<file path="src/rtl/lsu_pkg.sv">
// Shared constants and state type for the load/store unit.
package lsu_pkg;

   localparam int WORD_BYTES = 4;

   localparam logic [2:0] F3_B  = 3'b000;
   localparam logic [2:0] F3_H  = 3'b001;
   localparam logic [2:0] F3_W  = 3'b010;
   localparam logic [2:0] F3_BU = 3'b100;
   localparam logic [2:0] F3_HU = 3'b101;

   typedef enum logic [2:0] {
      IDLE,
      LOAD,
      ST_RD,
      ST_WR,
      RESP
   } lsu_state_t;

endpackage

</file>
<file path="src/rtl/lsu_if.sv">
// Core-side request/response bundle of the load/store unit.
interface lsu_if;
   logic        req_valid;
   logic        req_ready;
   logic        req_we;
   logic [2:0]  req_funct3;
   logic [31:0] req_addr;
   logic [31:0] req_wdata;
   logic        rsp_valid;
   logic [31:0] rsp_rdata;
   logic        rsp_err;

   modport master (
      output req_valid, req_we, req_funct3, req_addr, req_wdata,
      input  req_ready, rsp_valid, rsp_rdata, rsp_err
   );

   modport slave (
      input  req_valid, req_we, req_funct3, req_addr, req_wdata,
      output req_ready, rsp_valid, rsp_rdata, rsp_err
   );
endinterface

</file>
<file path="src/rtl/lsu_align.sv">
// Byte-lane handling: load extraction with extension and sub-word store merge.
module lsu_align
   import lsu_pkg::*;
(
   input  logic [31:0] ld_word,
   input  logic [1:0]  offset,
   input  logic [2:0]  funct3,
   input  logic [31:0] old_word,
   input  logic [31:0] wdata,
   output logic [31:0] ld_data,
   output logic [31:0] st_data
);

   function automatic logic [31:0] load_extract(input logic [31:0] word,
                                                input logic [1:0]  off,
                                                input logic [2:0]  f3);
      logic [31:0] sh;
      sh = word >> {off, 3'b000};
      case (f3)
         F3_B:    load_extract = {{24{sh[7]}}, sh[7:0]};
         F3_H:    load_extract = {{16{sh[15]}}, sh[15:0]};
         F3_W:    load_extract = word;
         F3_BU:   load_extract = {24'h0, sh[7:0]};
         F3_HU:   load_extract = {16'h0, sh[15:0]};
         default: load_extract = 32'h0;
      endcase
   endfunction

   function automatic logic [31:0] store_merge(input logic [31:0] old,
                                               input logic [31:0] wd,
                                               input logic [1:0]  off,
                                               input logic [2:0]  f3);
      logic [31:0] m;
      m = old;
      case (f3)
         F3_B:    m[{off, 3'b000} +: 8]       = wd[7:0];
         F3_H:    m[{off[1], 4'b0000} +: 16]  = wd[15:0];
         F3_W:    m = wd;
         default: m = old;
      endcase
      return m;
   endfunction

   assign ld_data = load_extract(ld_word, offset, funct3);
   assign st_data = store_merge(old_word, wdata, offset, funct3);

endmodule

</file>
<file path="src/rtl/lsu.sv">
// RV32I load/store unit in front of a word-write RAM port; sub-word stores use read-modify-write.
//
// state | meaning
// IDLE  | waiting for a request, req_ready high
// LOAD  | RAM read address presented, extended result captured at the edge
// ST_RD | sub-word store: capture the old word
// ST_WR | RAM write of the merged (or full) word
// RESP  | one-cycle response pulse
module lsu
   import lsu_pkg::*;
#(
   parameter logic [31:0] START_ADDR = 32'h8000_0000,
   parameter int unsigned MEM_SIZE   = 16384
) (
   input  logic        clk,
   input  logic        rst_n,
   lsu_if.slave        bus,
   output logic [31:0] mem_addr,
   output logic        mem_we,
   output logic [31:0] mem_wd,
   input  logic [31:0] mem_rd
);

   lsu_state_t  state;
   logic [31:0] addr_q;
   logic [2:0]  f3_q;
   logic [31:0] wdata_q;
   logic        err_q;
   logic [31:0] old_q;
   logic [31:0] rdata_q;

   logic        in_range;
   logic        bad_f3;
   logic        misalign;
   logic        req_err;
   logic [31:0] ld_data;
   logic [31:0] st_data;

   // 33-bit compare so the range end cannot wrap past 2^32.
   always_comb begin
      in_range = ({1'b0, bus.req_addr} >= {1'b0, START_ADDR}) &&
                 ({1'b0, bus.req_addr} < ({1'b0, START_ADDR} + 33'(MEM_SIZE)));
      bad_f3   = bus.req_we ? (bus.req_funct3 > F3_W)
                            : ((bus.req_funct3 == 3'b011) || (bus.req_funct3[2:1] == 2'b11));
      misalign = ((bus.req_funct3[1:0] == 2'b01) && bus.req_addr[0]) ||
                 ((bus.req_funct3[1:0] == 2'b10) && (bus.req_addr[1:0] != 2'b00));
      req_err  = bad_f3 || misalign || !in_range;
   end

   lsu_align u_align (
      .ld_word  (mem_rd),
      .offset   (addr_q[1:0]),
      .funct3   (f3_q),
      .old_word (old_q),
      .wdata    (wdata_q),
      .ld_data  (ld_data),
      .st_data  (st_data)
   );

   always_ff @(posedge clk or negedge rst_n) begin
      if (!rst_n) begin
         state   <= IDLE;
         addr_q  <= '0;
         f3_q    <= '0;
         wdata_q <= '0;
         err_q   <= 1'b0;
         old_q   <= '0;
         rdata_q <= '0;
      end else begin
         case (state)
            IDLE: begin
               if (bus.req_valid) begin
                  addr_q  <= bus.req_addr;
                  f3_q    <= bus.req_funct3;
                  wdata_q <= bus.req_wdata;
                  err_q   <= req_err;
                  old_q   <= '0;
                  rdata_q <= '0;
                  if (req_err)                   state <= RESP;
                  else if (!bus.req_we)          state <= LOAD;
                  else if (bus.req_funct3 == F3_W) state <= ST_WR;
                  else                           state <= ST_RD;
               end
            end
            LOAD: begin
               rdata_q <= ld_data;
               state   <= RESP;
            end
            ST_RD: begin
               old_q <= mem_rd;
               state <= ST_WR;
            end
            ST_WR:   state <= RESP;
            RESP:    state <= IDLE;
            default: state <= IDLE;
         endcase
      end
   end

   assign bus.req_ready = (state == IDLE);
   assign bus.rsp_valid = (state == RESP);
   assign bus.rsp_rdata = (state == RESP) ? rdata_q : 32'h0;
   assign bus.rsp_err   = (state == RESP) && err_q;

   assign mem_addr = ((state == LOAD) || (state == ST_RD) || (state == ST_WR))
                     ? (addr_q & ~32'(WORD_BYTES - 1)) : 32'h0;
   assign mem_we   = (state == ST_WR);
   assign mem_wd   = (state == ST_WR) ? st_data : 32'h0;

endmodule

</file>
<file path="src/flat_wrapper.sv">
// flat-port wrapper written by rule: the top's interface ports become plain ports
module lsu_flat import lsu_pkg::*;
#(
   parameter logic [31:0] START_ADDR = 32'h8000_0000,
   parameter int unsigned MEM_SIZE   = 16384
)
  (clk, rst_n, mem_addr, mem_we, mem_wd, mem_rd, bus_req_valid, bus_req_we, bus_req_funct3, bus_req_addr, bus_req_wdata, bus_req_ready, bus_rsp_valid, bus_rsp_rdata, bus_rsp_err);
  lsu_if bus_i ();
  input  logic clk;
  input  logic rst_n;
  output logic [31:0] mem_addr;
  output logic mem_we;
  output logic [31:0] mem_wd;
  input  logic [31:0] mem_rd;
  input wire logic [$bits(bus_i.req_valid)-1:0] bus_req_valid;
  input wire logic [$bits(bus_i.req_we)-1:0] bus_req_we;
  input wire logic [$bits(bus_i.req_funct3)-1:0] bus_req_funct3;
  input wire logic [$bits(bus_i.req_addr)-1:0] bus_req_addr;
  input wire logic [$bits(bus_i.req_wdata)-1:0] bus_req_wdata;
  output wire logic [$bits(bus_i.req_ready)-1:0] bus_req_ready;
  output wire logic [$bits(bus_i.rsp_valid)-1:0] bus_rsp_valid;
  output wire logic [$bits(bus_i.rsp_rdata)-1:0] bus_rsp_rdata;
  output wire logic [$bits(bus_i.rsp_err)-1:0] bus_rsp_err;
  assign bus_i.req_valid = bus_req_valid;
  assign bus_i.req_we = bus_req_we;
  assign bus_i.req_funct3 = bus_req_funct3;
  assign bus_i.req_addr = bus_req_addr;
  assign bus_i.req_wdata = bus_req_wdata;
  assign bus_req_ready = bus_i.req_ready;
  assign bus_rsp_valid = bus_i.rsp_valid;
  assign bus_rsp_rdata = bus_i.rsp_rdata;
  assign bus_rsp_err = bus_i.rsp_err;
  lsu #(.START_ADDR(START_ADDR), .MEM_SIZE(MEM_SIZE)) u_core (.clk(clk), .rst_n(rst_n), .bus(bus_i), .mem_addr(mem_addr), .mem_we(mem_we), .mem_wd(mem_wd), .mem_rd(mem_rd));
endmodule
</file>
<file path="config.mk">
export PLATFORM = sky130hd
export DESIGN_NAME = lsu_flat
export DESIGN_NICKNAME = d
export VERILOG_FILES = /design/src/rtl/lsu_pkg.sv /design/src/rtl/lsu_if.sv /design/src/rtl/lsu_align.sv /design/src/rtl/lsu.sv /design/src/flat_wrapper.sv
export SDC_FILE = /design/constraint.sdc
export NUM_CORES = 1
export LEC_CHECK = 0
export ABC_AREA = 0
export BUFFER_PORTS_ARGS = -buffer_cell sky130_fd_sc_hd__buf_2
export CORE_MARGIN = 5
export CORE_UTILIZATION = 45
export CTS_CLUSTER_DIAMETER = 40
export DETAILED_ROUTE_END_ITERATION = 6
export PLACE_DENSITY = 0.7
export SYNTH_ARGS = -nofsm -noshare
export SYNTH_HDL_FRONTEND = slang
export SYNTH_SLANG_ARGS = --single-unit
</file>
<file path="constraint.sdc">
create_clock -name clk -period 3.5 [get_ports clk]
set_input_delay 0.7 -clock clk [delete_from_list [all_inputs] [get_ports clk]]
set_output_delay 0.7 -clock clk [all_outputs]
set_load 0.005 [all_outputs]
</file>
* Word level (Yosys, flattened, before mapping)
Cells that the tools add are included.
** Storage, ports and cells
- Register bits :: 135
- Bits in read-only memories :: 0
- Input bits :: 103
- Memory bits (writable) :: 0
- Memories :: 0
- Latch bits :: 0
- Logic and storage cells :: 67
- Output and inout port bits :: 100
** Cells by class
- $add $sub $neg :: 2
- Bitwise operators :: 0
- $lt $le $gt $ge :: 3
- Multipliers :: 0
- Div/mod/pow operators :: 0
- Reduce and logical (&&, ||, !) cells :: 20
- Shifts and indexed selects :: 5
- Muxes and demuxes :: 16
- Equality and inequality tests :: 14
** Operators with widths (number)
- $pmux 32 s5 :: 1
- $mux 32 :: 4
- $pmux 32 s2 :: 2
- $pmux 32 s3 :: 1
- $bwmux 32 :: 2
- $ge 32x32->1 const B :: 1
- $lt 32x32->1 const B :: 1
- $shift 16x7->32 const A :: 1
- $shift 8x7->32 const A :: 1
- $shiftx 16x7->32 :: 1
- $shiftx 8x7->32 :: 1
- $shr 32x5->16 :: 1
- $eq 3x2->1 const B :: 5
- $neg 5->7 :: 2
- $eq 3x3->1 const B :: 3
- $mux 3 :: 3
- $pmux 3 s3 :: 1
- $eq 3x1->1 const B :: 2
- $logic_not 3->1 :: 2
- $logic_or 1x1->1 :: 6
- $reduce_and 2->1 :: 3
- $reduce_bool 2->1 :: 3
- $eq 2x2->1 const B :: 2
- $logic_and 1x1->1 :: 4
- other kinds (6) :: 7

* Longest topological paths before layout
Gate-level depths: netlist of the first run.
- Depth after elaboration :: 8
- Gate-level depth with buffers :: 9
- Gate-level depth less buffers :: 6

* Modules after synthesis
Synthesis of the first run repeated with hierarchy kept, for this count alone.
** Unflattened totals
- Cell total of the unflattened synthesis :: 959
- Area, all modules :: 7753.7 um2
** By module, submodules not included
- lsu :: area each 5940.7 um2, cells each 706, times used 1, sequential area each 3378.2 um2
- lsu_align :: area each 1813.0 um2, cells each 253, times used 1, sequential area each 0.0 um2

* Worst setup path before layout of the first run
No wires, ideal clock.
- Path kind :: register to output
- From :: register u_core.addr_q[1]
- To :: output mem_wd[15]
- Path buffers :: 3
- Required time :: 2800 ps
- Slack :: 583 ps
- Data arrival time :: 2217 ps
- Stages on the path, launching flop included :: 10
- Cell sequence :: dfrtp_1 > buf_2 > buf_2 > buf_2 > inv_1 > ha_1 > and2_1 > and4_1 > and4_1 > a221o_1
** Between the ends
- Cells in the longest elaborated chain, start to end :: 5
- Elaborated cells on any way between the ends :: 10
- Classes of those cells :: 2 x add/sub; 4 x shift; 4 x mux
** Ends and longest elaborated chain
- start, declared :: RTL line lsu.sv:25 : logic [31:0] addr_q;
- start signal, assigned :: RTL line lsu.sv:73 : addr_q <= bus.req_addr;
- $neg 5->7 (on tied branches) :: RTL line lsu_align.sv:37, lsu_align.sv:36
- $shiftx 16x7->32, or another cell as far along :: RTL line lsu_align.sv:37 : F3_H: m[{off[1], 4'b0000} +: 16] = wd[15:0];
- $bwmux 32 (on tied branches) :: RTL line lsu_align.sv:37, lsu_align.sv:36
- $pmux 32 s3 (*) :: RTL line lsu_align.sv:35 : case (f3)
- $mux 32 (*) :: RTL line lsu.sv:108 : assign mem_wd = (state == ST_WR) ? st_data : 32'h0;
- end, declared :: RTL line flat_wrapper.sv:13 : output logic [31:0] mem_wd;
Mark *: on every way between the ends. The rest lies on a longest branch, timed or not.

* Final worst setup path of the first run
- From :: register u_core.addr_q[0]
- To :: output mem_wd[0]
** Between the ends
- Cells in the longest elaborated chain, start to end :: 5
- Elaborated cells on any way between the ends :: 6
- Classes of those cells :: 1 x add/sub; 2 x shift; 3 x mux
** Ends and longest elaborated chain
- $neg 5->7 (*) :: RTL line lsu_align.sv:36 : F3_B: m[{off, 3'b000} +: 8] = wd[7:0];
- $shiftx 8x7->32 / $shift 8x7->32 (equally long branches) :: RTL line lsu_align.sv:36
- $bwmux 32 (*) :: RTL line lsu_align.sv:36
- $pmux 32 s3 (*) :: RTL line lsu_align.sv:35
- $mux 32 (*) :: RTL line lsu.sv:108
Marks and branches as above.

==> results of run 1 <==
## per-stage QoR
step | worst slack, ns | utilization, %
after detailed placement | 0.410 | 53.0
final | 0.176 | 56.6
after global routing | 0.0225 | 56.6
after floorplan | 0.583 | -
after CTS | 0.215 | 56.6
after global placement | 0.529 | 53.0
## worst max-delay path: stages (launching register included)
cell	delay (ns)
dfrtp_1	0.46
inv_1	0.18
ha_1	0.40
nor4bb_1	0.30
o21bai_1	0.12
a21oi_2	0.41
a22o_1	0.21
buf_2	0.11
## final cells by class
class                           count  area (um2)
Clock buffer                       25         526
Multi-Input combinational cell    614        3570
Inverter                            6        22.5
Clock inverter                      3        40.0
Fill cell                        1434        6860
Sequential cell                   135        3380
Tap cell                          216         270
Timing Repair Buffer              219        1160
## kinds of logic after synthesis
logic type / count (synthesis) / synth area share, %
and+or+nand+nor: 431 / 28.1
AOI/OAI and AO/OA: 156 / 15.7
DFF: 135 / 46.8
buffers and inverters: 69 / 4.29
muxes: 20 / 4.17
adders and majority gates: 5 / 0.866
other: 1 / 0.0519
## synth_stat cells (3+ instances only)
cell type | count | area, um2
nor2_1 | 17 | 63.8
nand3b_1 | 16 | 120
a221o_2 | 7 | 78.8
a22o_1 | 8 | 70.1
ha_1 | 5 | 62.6
a22oi_1 | 16 | 120
a31oi_1 | 3 | 18.8
and3_1 | 34 | 213
o22ai_1 | 4 | 25.0
nor2b_1 | 4 | 25.0
a21oi_1 | 16 | 80.1
mux4_2 | 8 | 180
a221o_1 | 37 | 370
clkbuf_1 | 37 | 139
nand2_1 | 289 | 1080
dfrtp_1 | 135 | 3380
mux2i_1 | 11 | 110
buf_2 | 19 | 95.1
and2_1 | 44 | 275
o211ai_1 | 7 | 52.6
nand2b_1 | 4 | 25.0
buf_4 | 3 | 22.5
o21ai_0 | 47 | 235
nor4_1 | 3 | 18.8
inv_1 | 5 | 18.8
## layer usage
| metal | global-route usage [%] | vias to the layer above | routed length, um |
|---|---|---|---|
| met5 | 0 | - | 27 |
| met4 | 9.07 | 4 | 521 |
| met3 | 6.88 | 44 | 2260 |
| met2 | 38.2 | 325 | 10500 |
| met1 | 33.5 | 3241 | 9450 |
| li1 | - | 3178 | - |
## power groups by stage
stage	Sequential (W)	Combinational, W	Clock [W]
2_1_floorplan	0.00174	0.000349	0
3_3_place_gp	0.00180	0.000516	0
3_5_place_dp	0.00180	0.000525	0
4_1_cts	0.00178	0.000527	0.00175
5_1_grt	0.00179	0.000592	0.00181
6_report	0.00178	0.000525	0.00174
## sequential cells by signal, indices dropped and copies added, names as in the netlist
name,flops
u_core.state,3
u_core.old_q,32
u_core.err_q,1
u_core.rdata_q,32
u_core.wdata_q,32
u_core.f3_q,3
u_core.addr_q,32
## path summary, 6_finish.rpt
check | from | to | slack, ns | cells after the start
min in group clk | bus_req_addr[10] | u_core.addr_q[10]$_DFFE_PN0P_ | 0.46 | 3
hold / removal | rst_n | u_core.wdata_q[6]$_DFFE_PN0P_ | 0.25 | 1
setup / recovery | u_core.addr_q[0]$_DFFE_PN0P_ | mem_wd[0] | 0.18 | 7
hold reg to reg | u_core.addr_q[6]$_DFFE_PN0P_ | u_core.addr_q[6]$_DFFE_PN0P_ | 0.47 | 2
setup reg to reg | u_core.f3_q[1]$_DFFE_PN0P_ | u_core.rdata_q[1]$_DFFE_PN0P_ | 0.84 | 6
max in group asynchronous | rst_n | u_core.rdata_q[1]$_DFFE_PN0P_ | 2.47 | 2
==> impl_metrics.csv, run 1 <==
group,metric,value,unit
run_status,status,"complete, but fails checks",
run_status,violations,"DRC",
pwr,p_sw,0.00108,W
critical_path,cp_max_fo,8,
sta,hold_viol_final,0,
pwr,power_density,451,nW/um2
die,design.core.area,15800,um2
drt,drt-initial-drc-count,555,
sta,max_slew.worst_pin.slew,0.894,ns
yosys,syn_inst,817,
pwr,leakagePower,4.68,nW
sta,period_share,95.0,%
cells_and_area,fin_cells,1218,
yosys,synth_cell_types,57,
placement,io_buffers,200,
drt,drt-total-wl,22700,um
pwr,p_clk_share,43.0,%
clock_tree,root_buffer,"clkbuf_16",
cells_and_area,diodes,0,
clock_tree,clk_pin_slew,0.05,ns
drt,vias,6792,
cells_and_area,area_growth,24.1,%
drt,firstDrtPassIters,7,
yosys,syn_avg_cell_area,8.84,um2
worst_hold_path,worstHoldPathType,"in -> async",
grt,track_usage,24.8,%
clock_tree,numCtsBuffers,17,
sta,fin_hold_ws,0.250,ns
clock_tree,postCtsResizedCells,1,
yosys,ys_warn_count,0,
drt,wl_per_cell,18.7,um
yosys,syn_area,7220,um2
clock_tree,htree_levels,4,
pwr,p_sw_share,26.6,%
critical_path,crit_path_start_kind,"register",
run,drv_cap,0,
pwr,comb_power_share,13.0,%
sta,final.setup_skew,0.00813,ns
critical_path,required,2.80,ns
drt,viasPerCell,5.58,
critical_path,endpoint_kind,"output port",
die,die_h,137,um
die,io_pins,203,
pwr,seq_power_share,44.0,%
pwr,intPower,0.00297,W
clock_tree,postCtsSetupRepairBufs,0,
clock_tree,numClockSinks,135,
grt,grt_first_pass_wirelength,35500,um
sta,period_minus_slack,3.32,ns
yosys,ys.flop_type,"dfrtp_1",
die,start_util,45.6,%
clock_tree,tritoncts,"built",
clock_tree,cts_max_path_buffers,2,
placement,placed_area,8390,um2
yosys,ys_seq_area_share,46.8,%
sta,slew_violations,0,
pwr,power,0.00404,W
placement,dp.cells,1190,
drt,drcViolationCount,2,
yosys,ys_seq_elements,135,
die,fp.dieArea,18700,um2
yosys,synth-edff-count,0,
pwr,vdd_drop_max,413,uV
sta,setup_viol,0,
sta,finalSetupTns,0,ns
critical_path,crit_type,"reg -> out",
sta,rsz0062_at_grt,"false",
placement,gp_congestion,0.867,
cells_and_area,layout_common_cells,"nand2_1, buf_2, dfrtp_1",
cells_and_area,nets,1101,
cells_and_area,final_area,8960,um2
placement,hpwl,16300,um
clock_tree,cts_hold_buf,0,
drt,drtAntennaViolNets,0,
die,die_w,137,um
grt,grt_pass1_vias,6589,
grt,antenna_found_initial,2,
critical_path,worstPathArrival,2.62,ns
die,rows,46,
cells_and_area,drive_above_1_share,27.8,%
grt,grt_max_degree,67,
cells_and_area,layout_commonest_cell,"nand2_1",
sta,clock.fmax,0.301,GHz
sta,timing.slew.headroom,39.6,%
grt,gr-total-overflow,0,
clock_tree,clk_latency,0.43,ns
yosys,synth_async_sr_flop_share,100,%
Power figures use the tool's default switching activity.
==> run 2: changes to the inputs <==
--- a/config.mk
+++ b/config.mk
@@ -6,12 +6,12 @@
 export NUM_CORES = 1
 export LEC_CHECK = 0
 export ABC_AREA = 0
-export BUFFER_PORTS_ARGS = -buffer_cell sky130_fd_sc_hd__buf_2
 export CORE_MARGIN = 5
 export CORE_UTILIZATION = 45
+export CTS_BUF_LIST = sky130_fd_sc_hd__clkbuf_8
 export CTS_CLUSTER_DIAMETER = 40
 export DETAILED_ROUTE_END_ITERATION = 6
-export PLACE_DENSITY = 0.7
+export DONT_BUFFER_PORTS = 1
 export SYNTH_ARGS = -nofsm -noshare
 export SYNTH_HDL_FRONTEND = slang
 export SYNTH_SLANG_ARGS = --single-unit
==> run 2 against run 1 <==
Compared with the run above: the flow finishes with violations (hold timing); clock skew grew 0.0021 ns; hold slack got worse by 0.31 ns; combinational power is 21% lower; critical endpoint is now mem_wd[7]; maximum frequency grew 2.4%; sequential power about the same; core utilization is 7.0 points lower; total power is 7.8% lower; cell count fell by 16%.
==> impl_metrics.csv, run 2 (synthesized netlist as in run 1, its figures left out) <==
group,metric,value,unit
critical_path,crit_path_max_incr_delay,0.51,ns
sta,slew_violations,0,
pwr,power_density,475,nW/um2
grt,grt_max_degree,136,
die,io_pins,203,
die,fp.dieArea,18700,um2
drt,drcViolationCount,0,
cells_and_area,drive_above_1_share,10.2,%
die,design.core.area,15800,um2
drt,drtAntennaViolNets,0,
cells_and_area,final.fill_count,1551,
drt,drt-initial-drc-count,442,
cells_and_area,seq_area,3380,um2
critical_path,crit_type,"reg -> out",
sta,rsz0062_at_grt,"false",
grt,track_usage,24.9,%
sta,hold_viol_final,75,
drt,vias,5969,
cells_and_area,nets,899,
critical_path,crit_path_start_kind,"register",
drt,viasPerCell,5.85,
grt,antenna_found_initial,0,
run_status,violations,"hold timing",
clock_tree,clk_latency,0.45,ns
critical_path,cp_max_fo,10,
critical_path,worstPathArrival,2.55,ns
drt,drt-total-wl,23100,um
sta,final.setup_skew,0.0103,ns
cells_and_area,diodes,0,
sta,timing.slew.headroom,18.2,%
clock_tree,cts_max_path_buffers,2,
die,die_h,137,um
grt,gr-total-overflow,0,
critical_path,critPathBufInv,1,
clock_tree,tritoncts,"built",
clock_tree,root_buffer,"clkbuf_8",
drt,firstDrtPassIters,5,
clock_tree,numClockSinks,135,
sta,setup_viol,0,
critical_path,crit_family,"compound AO/OA/AOI/OAI gates",
placement,hpwl,16600,um
die,start_util,45.6,%
cells_and_area,layout_commonest_cell,"nand2_1",
grt,grt_first_pass_wirelength,35200,um
clock_tree,numCtsBuffers,17,
cells_and_area,area_growth,8.69,%
run,drv_cap,0,
cells_and_area,fin_cells,1020,
die,rows,46,
placement,dp.cells,987,
pwr,vdd_drop_max,238,uV
run_status,status,"complete, but fails checks",
die,die_w,137,um
sta,finalSetupTns,0,ns
pwr,leakagePower,3.67,nW
clock_tree,htree_levels,4,
critical_path,crit_path_top_delay_cell,"dfrtp_2",
sta,max_slew.worst_pin.slew,1.23,ns
critical_path,required,2.80,ns
pwr,power,0.00373,W
drt,wl_per_cell,22.6,um
cells_and_area,multiInputGateArea,3550,um2
grt,grt_pass1_vias,6075,
sta,period_minus_slack,3.25,ns
placement,io_buffers,0,
sta,clock.fmax,0.308,GHz
clock_tree,clk_pin_slew,0.08,ns
worst_hold_path,worstHoldPathType,"in -> async",
critical_path,endpoint_kind,"output port",
sta,period_share,92.7,%
cells_and_area,layout_common_cells,"nand2_1, dfrtp_1, o21ai_0",
sta,fin_hold_ws,-0.0578,ns
placement,gp_congestion,0.862,
critical_path,path_cells,"inv_1 -> ha_1 -> nor4bb_1 -> o21bai_1 -> a21oi_2 -> a22o_1",
## run 2: final timing paths
check	startpoint	endpoint	slack (ns)	cells after the start
min in group clk	bus_req_wdata[14]	u_core.wdata_q[14]$_DFFE_PN0P_	0.34	2
max in group asynchronous	rst_n	u_core.addr_q[0]$_DFFE_PN0P_	3.19	0
worst max register to register	u_core.state[2]$_DFFE_PN0P_	u_core.addr_q[26]$_DFFE_PN0P_	0.93	6
worst min-delay path	rst_n	u_core.rdata_q[5]$_DFFE_PN0P_	-0.06	0
worst max-delay path	u_core.addr_q[0]$_DFFE_PN0P_	mem_wd[7]	0.25	6
worst min register to register	u_core.addr_q[6]$_DFFE_PN0P_	u_core.addr_q[6]$_DFFE_PN0P_	0.47	2
## run 2: worst reg2reg max path: stages (launching register included)
cell and delay (ns):
dfrtp_1 0.43, buf_4 0.26, nor3_1 0.51, nand2_2 0.64, buf_4 0.47, nand2_1 0.11
nand2_1 0.05
## run 2: per-stage QoR
step           setup slack (ns)  utilization (%)  cell area, um2
4_1_cts                  0.0195             49.6            7840
5_1_grt                  0.0214             49.6            7850
3_3_place_gp              0.604             46.6            7370
6_report                  0.254             49.6            7850
3_5_place_dp              0.503             46.6            7370
2_1_floorplan             0.583                -            7230
## run 2: timing repair
item,in CTS,in global routing
hold endpoints to repair,135,135
setup buffers,0,1
setup endpoints to repair,3,24
pin swaps,1,1
gates resized for setup,0,1
## run 2: metal layers
metal | GRT usage (%) | share of wire (%) | wire length (um)
met1 | 32.3 | 42 | 9600
met4 | 7.56 | 1.9 | 450
met5 | 0 | 0 | 0
met2 | 38.9 | 47 | 10800
met3 | 9.01 | 9.8 | 2270
## run 2: final cells by class
cell class              instances  share of cell area (%)
multi-input cells             614                    45.3
flip-flops and latches        135                    43.0
clock buffers                  20                    3.51
well taps                     216                    3.44
clock inverters                12                    2.52
repair buffers                 17                    1.94
inverters                       6                   0.287
## run 2: power breakdown
part / total, W / internal (W) / leakage (nW) / switching, W
registers: 0.00177 / 0.00166 / 1.77 / 0.000107
logic: 0.000414 / 0.000168 / 1.67 / 0.000246
clock network: 0.00154 / 0.000904 / 0.235 / 0.000641
